## src/rtl/train_pipe_stage.sv

```systemverilog
// train_pipe_stage: elastic DEPTH-slot pipeline stage carrying the opaque training bundle under valid/ready
// define TRAIN_PIPE_FLUSH_EN to add a flush input that empties every slot
module train_pipe_stage #(
    parameter int size            = 3,
    parameter int data_size       = 16,
    parameter int cost_type_size  = 8,
    parameter int dense_type_size = 4,
    parameter int DEPTH           = 2,
    parameter int PAYLOAD_W       = 4*data_size*size+cost_type_size+dense_type_size+66
) (
    input  logic                       clk,
    input  logic                       rst,
    input  logic                       in_valid,
    output logic                       in_ready,
    input  logic [PAYLOAD_W-1:0]       in_payload,
    output logic                       out_valid,
    input  logic                       out_ready,
`ifdef TRAIN_PIPE_FLUSH_EN
    input  logic                       flush,
`endif
    output logic [PAYLOAD_W-1:0]       out_payload,
    output logic [$clog2(DEPTH+1)-1:0] occupancy
);
    localparam int OW = $clog2(DEPTH+1);
    logic [DEPTH-1:0] v, rdy, nxt, take, v_n;
    logic [PAYLOAD_W-1:0] data [DEPTH];
    logic [PAYLOAD_W-1:0] src [DEPTH];
    logic fl;
`ifdef TRAIN_PIPE_FLUSH_EN
    assign fl = flush;
`else
    assign fl = 1'b0;
`endif
    // slot i is ready unless it and every slot downstream of it is full while the output stalls
    always_comb begin
        for (int i = 0; i < DEPTH; i++)
            rdy[i] = out_ready || ((v | DEPTH'((1 << i) - 1)) != '1);
        nxt = DEPTH'({out_ready, rdy} >> 1);
        src[0] = in_payload;
        for (int i = 1; i < DEPTH; i++)
            src[i] = data[i-1];
        take[0] = in_valid && rdy[0] && !fl;
        for (int i = 1; i < DEPTH; i++)
            take[i] = v[i-1] && rdy[i] && !fl;
        v_n = fl ? '0 : take | (v & ~nxt);
    end
    always_ff @(posedge clk or posedge rst)
        if (rst) begin
            v <= '0;
            for (int i = 0; i < DEPTH; i++)
                data[i] <= '0;
        end else begin
            v <= v_n;
            for (int i = 0; i < DEPTH; i++)
                if (take[i])
                    data[i] <= src[i];
        end
    assign in_ready    = rdy[0] && !fl;
    assign out_valid   = v[DEPTH-1];
    assign out_payload = data[DEPTH-1];
    assign occupancy   = OW'($countones(v));
endmodule

```

## config.mk

```make
export PLATFORM = sky130hd
export DESIGN_NAME = train_pipe_stage
export DESIGN_NICKNAME = d
export VERILOG_FILES = /design/src/rtl/train_pipe_stage.sv
export SDC_FILE = /design/constraint.sdc
export NUM_CORES = 1
export LEC_CHECK = 0
export ABC_AREA = 1
export BUFFER_PORTS_ARGS = -buffer_cell sky130_fd_sc_hd__buf_2
export CORE_MARGIN = 5
export CORE_UTILIZATION = 35
export CTS_BUF_LIST = sky130_fd_sc_hd__clkbuf_4 sky130_fd_sc_hd__clkbuf_8 sky130_fd_sc_hd__clkbuf_16
export DETAILED_ROUTE_END_ITERATION = 12
export PLACE_DENSITY_LB_ADDON = 0.3
export RECOVER_POWER = 100
export SYNTH_ARGS = -nofsm -noshare
export SYNTH_HDL_FRONTEND = slang
export SYNTH_SLANG_ARGS = --single-unit
export TNS_END_PERCENT = 20
```

## constraint.sdc

```tcl
create_clock -name clk -period 21 [get_ports clk]
set_input_delay 4.2 -clock clk [delete_from_list [all_inputs] [get_ports clk]]
set_output_delay 4.2 -clock clk [all_outputs]
set_load 0.02 [all_outputs]
```

==> summary.md <==
| Metric | Value |
|---|---|
| Average instance area after synthesis | `8.94 um2` |
| Fill cell total of the finished layout | `6919` |
| Crit start category | `primary input` |
| Library cell with the largest summed area after synthesis | `sky130_fd_sc_hd__dfrtp_1` |
| Maximum clock rate | `72.8 MHz` |
| Total non-filler cell area in the finished layout | `26000 um2` |
| Number of storage elements in the synthesis netlist | `542` |
| Cell seen most often among critical-path stages | `sky130_fd_sc_hd__nand2_1` |
| Post-Synthesis Cell Area | `23400 um2` |
| Net Count, Synth | `2895` |
| Post-DP HPWL | `41.6 mm` |
| Beginning of the critical path | `out_ready` |
| Internal power summed over all cells | `2.08 mW` |
| NetSw | `1.08 mW` |
| Post-place setup slack | `11.81 ns` |
| Post-CTS clock slew at the launch and capture registers of the worst setup and hold paths | `0.06 ns` |
| Site row count | `94` |
| Startpoint of the worst register-to-register path | `v[1]$_DFF_PP0_` |
| Post-route clock period utilization | `65.4%` |
| # setup viols final | `0` |
| Sw Ratio | `34.2%` |
| Clock tree buffer depth | `3` |
| Number of vias per cell after detailed routing | `4.75` |
| I/O pin count | `548` |
| Maximum fanout count along the critical path | `118` |
| Standby leakage power | `13.8 nW` |
| Part of the total power dissipated in the clock network | `33.1%` |
| Post-detailed-routing wire length | `67.4 mm` |
| Hold violation count in the final report | `0` |
| Die outline area | `72200 um2` |
| Share of the yosys chip area belonging to registers | `57.9%` |
| CP max stage delay | `4.97 ns` |
| Critical path, cell by cell | `buf_2 -> inv_1 -> nand2_1 -> nand2_1 -> buf_4 -> nand2_1 -> nand2_1` |
| Largest vdd supply drop | `0.0000632 V` |
| Clock root buffer | `sky130_fd_sc_hd__clkbuf_16` |
| Number of vias in the routed layout | `17600` |
| Worst endpoint required time | `21.49 ns` |
| Number of nets in the layout | `3074` |
| # clock sinks | `542` |
| Hold/Removal Path Class | `reg -> reg` |
| Clock latency of the later-clocked register in the worst-skew pair | `0.61 ns` |
| Part of the power in registers | `44.0%` |
| CTS tree | `yes` |
| Worst path setup slack after routing | `7.27 ns` |
| Outcome | `complete, but fails checks` |
| Unique masters post-synth | `14` |
| Max-cap violations | `13` |
| Setup fix buffers added after clock tree synthesis | `0` |
| Quantity of gates resized following cts | `0` |
| Area after DPL | `24400 um2` |
| Cell count after synthesis | `2620` |
| Non-filler cells in the finished layout | `3710` |
| Wire length of the first global-routing pass | `103 mm` |
| IO Port Bufs | `547` |
| Die outline width | `269 um` |
| Power density relative to cell area | `122 nW/um2` |
| Hold bufs inserted after CTS | `0` |
| Initial cell density of the core | `35.4%` |
| Number of antenna violations at the first check in global routing | `15` |
| Failing checks | `capacitance limit, slew limit` |
| Worst hold slack | `0.465 ns` |
| Comb power frac | `22.8%` |
| Ratio of cells with drive above 1 in the final layout | `13.7%` |
| Starting DRT DRC Count | `1195` |
| Chip Height | `269 um` |
| Origin of the worst min-delay path | `out_payload[147]$_DFFE_PP0P_` |
| Number of H-tree levels | `2` |
| Setup repair after global routing missed its margin | `no` |
| Endpoint type of the worst setup path | `register` |
| Headroom to the max-slew limit | `-215%` |
| Pin count of the biggest net entering global routing | `162` |
| Clk_skew | `0.0238 ns` |
| Average wire length per cell after detail routing | `18.2 um` |
| Critical path class | `in -> reg` |
| TritonCTS buffer count | `58` |
| Total iterations of the first detailed-routing run | `6` |
| Arrival time at the worst endpoint | `14.22 ns` |
| Family with the most delay on the worst path | `simple AND/OR/NAND/NOR gates` |
| Final min period | `13.73 ns` |
| Worst slew pin tran | `4.70 ns` |
| Number of cells after detailed placement | `3603` |
| Core region area | `66100 um2` |
| Setup TNS | `0 ns` |
| Weighted congestion at the end of routability-driven global placement | `0.839` |
| Via count of the first global-routing pass | `17200` |
| Area growth syn-to-layout | `10.8%` |
| Slowest cell on the critical path | `sky130_fd_sc_hd__nand2_1` |
| Overflow left after global routing | `0` |
| Number of remaining DRC errors | `0` |
| Number of buffers and inverters on the critical path | `3` |
| Synth Warn # | `0` |
| Top-area cell type share of the netlist area | `57.9%` |
| Count of nets left with antenna violations after detail routing | `0` |
| All-layer global routing usage | `17.8%` |
| Pins Over Slew Limit | `1059` |
| Leading post-synthesis cells by cell area | `sky130_fd_sc_hd__dfrtp_1 (58%), sky130_fd_sc_hd__nand2_1 (17%), sky130_fd_sc_hd__nand3_1 (12%)` |
[area by class of cell]
cell class                 instances  area (um2)  area share [%]
sequential                       542       13600            52.3
tap                              864        1080            4.17
inverter                           3        12.5          0.0482
antenna                            7        17.5          0.0675
multi-input combinational       1627        6790            26.2
timing repair buffer             567        2540            9.77
clock buffer                      82        1730            6.67
clock inverter                    18         218           0.839
[cells in the mapped netlist]
master                     instances
sky130_fd_sc_hd__nand2_1        1081
sky130_fd_sc_hd__dfrtp_1         542
sky130_fd_sc_hd__nand3_1         540
sky130_fd_sc_hd__buf_4           288
sky130_fd_sc_hd__buf_2           123
sky130_fd_sc_hd__clkbuf_1         20
sky130_fd_sc_hd__buf_6            16
sky130_fd_sc_hd__inv_1             2
sky130_fd_sc_hd__nand2_2           2
sky130_fd_sc_hd__nand2_4           2
sky130_fd_sc_hd__buf_1             1
sky130_fd_sc_hd__ha_1              1
sky130_fd_sc_hd__inv_2             1
sky130_fd_sc_hd__o21ai_0           1
[through the flow]
step | utilization (%) | power [mW]
3_5_place_dp | 37.0 | 2.17
3_3_place_gp | 37.0 | 2.16
6_report | 39.3 | 3.16
5_1_grt | 39.3 | 3.33
4_1_cts | 39.9 | 3.23
2_1_floorplan | - | 2.06
[state kept, by name, summed over array words and instances, names as in the netlist]
name,count
out_payload,270
v,2
data,270
[worst paths after layout]
check	to	slack, ns	depth (start not counted)
worst max-delay path	out_payload[162]$_DFFE_PP0P_	7.27	7
worst min-delay path	out_payload[147]$_DFFE_PP0P_	0.47	2
worst max register to register	out_payload[162]$_DFFE_PP0P_	10.60	5
worst min register to register	out_payload[147]$_DFFE_PP0P_	0.47	2
max in group asynchronous	data[518]$_DFFE_PP0P_	10.43	4
min in group asynchronous	data[331]$_DFFE_PP0P_	5.04	2
[layer usage]
metal	up-vias	share of wire, %	global-route usage, %
met4	16	3.1	6.21
met2	519	48	28.5
met3	130	7.2	4.66
met5	-	0.15	0
met1	8534	42	23.5
li1	8439	-	-
[power by group through the flow]
stage	clock (mW)	combinational, mW	sequential, mW
5_1_grt	1.12	0.798	1.42
3_3_place_gp	0	0.758	1.40
4_1_cts	1.08	0.766	1.39
2_1_floorplan	0	0.696	1.37
6_report	1.05	0.721	1.39
3_5_place_dp	0	0.766	1.40
[worst min-delay path, stage by stage (launching register included)]
cell and delay [ns]:
sky130_fd_sc_hd__dfrtp_1 0.34, sky130_fd_sc_hd__nand2_1 0.05, sky130_fd_sc_hd__nand2_1 0.04
[cell usage in the layout (no fill, tap or decap), types with 7 or more instances in the layout]
master,Yosys,routed
sky130_fd_sc_hd__buf_2,123,274
sky130_fd_sc_hd__clkbuf_16,0,59
sky130_fd_sc_hd__dfrtp_1,542,542
sky130_fd_sc_hd__clkbuf_4,0,10
sky130_fd_sc_hd__buf_4,288,13
sky130_fd_sc_hd__nand3_1,540,540
sky130_fd_sc_hd__diode_2,0,7
sky130_fd_sc_hd__clkbuf_1,20,279
sky130_fd_sc_hd__clkinv_2,0,9
sky130_fd_sc_hd__nand2_1,1081,1085
sky130_fd_sc_hd__clkbuf_8,0,13
[cells by family after synthesis]
group | Yosys count | share of synthesized area (%)
AOI/OAI and AO/OA | 1 | 0.0213
DFF | 542 | 57.9
adders and majority gates | 1 | 0.0534
and+or+nand+nor | 1625 | 29.0
buffers and inverters | 451 | 13.0
No activity file was read; power rests on OpenSTA's default activity.
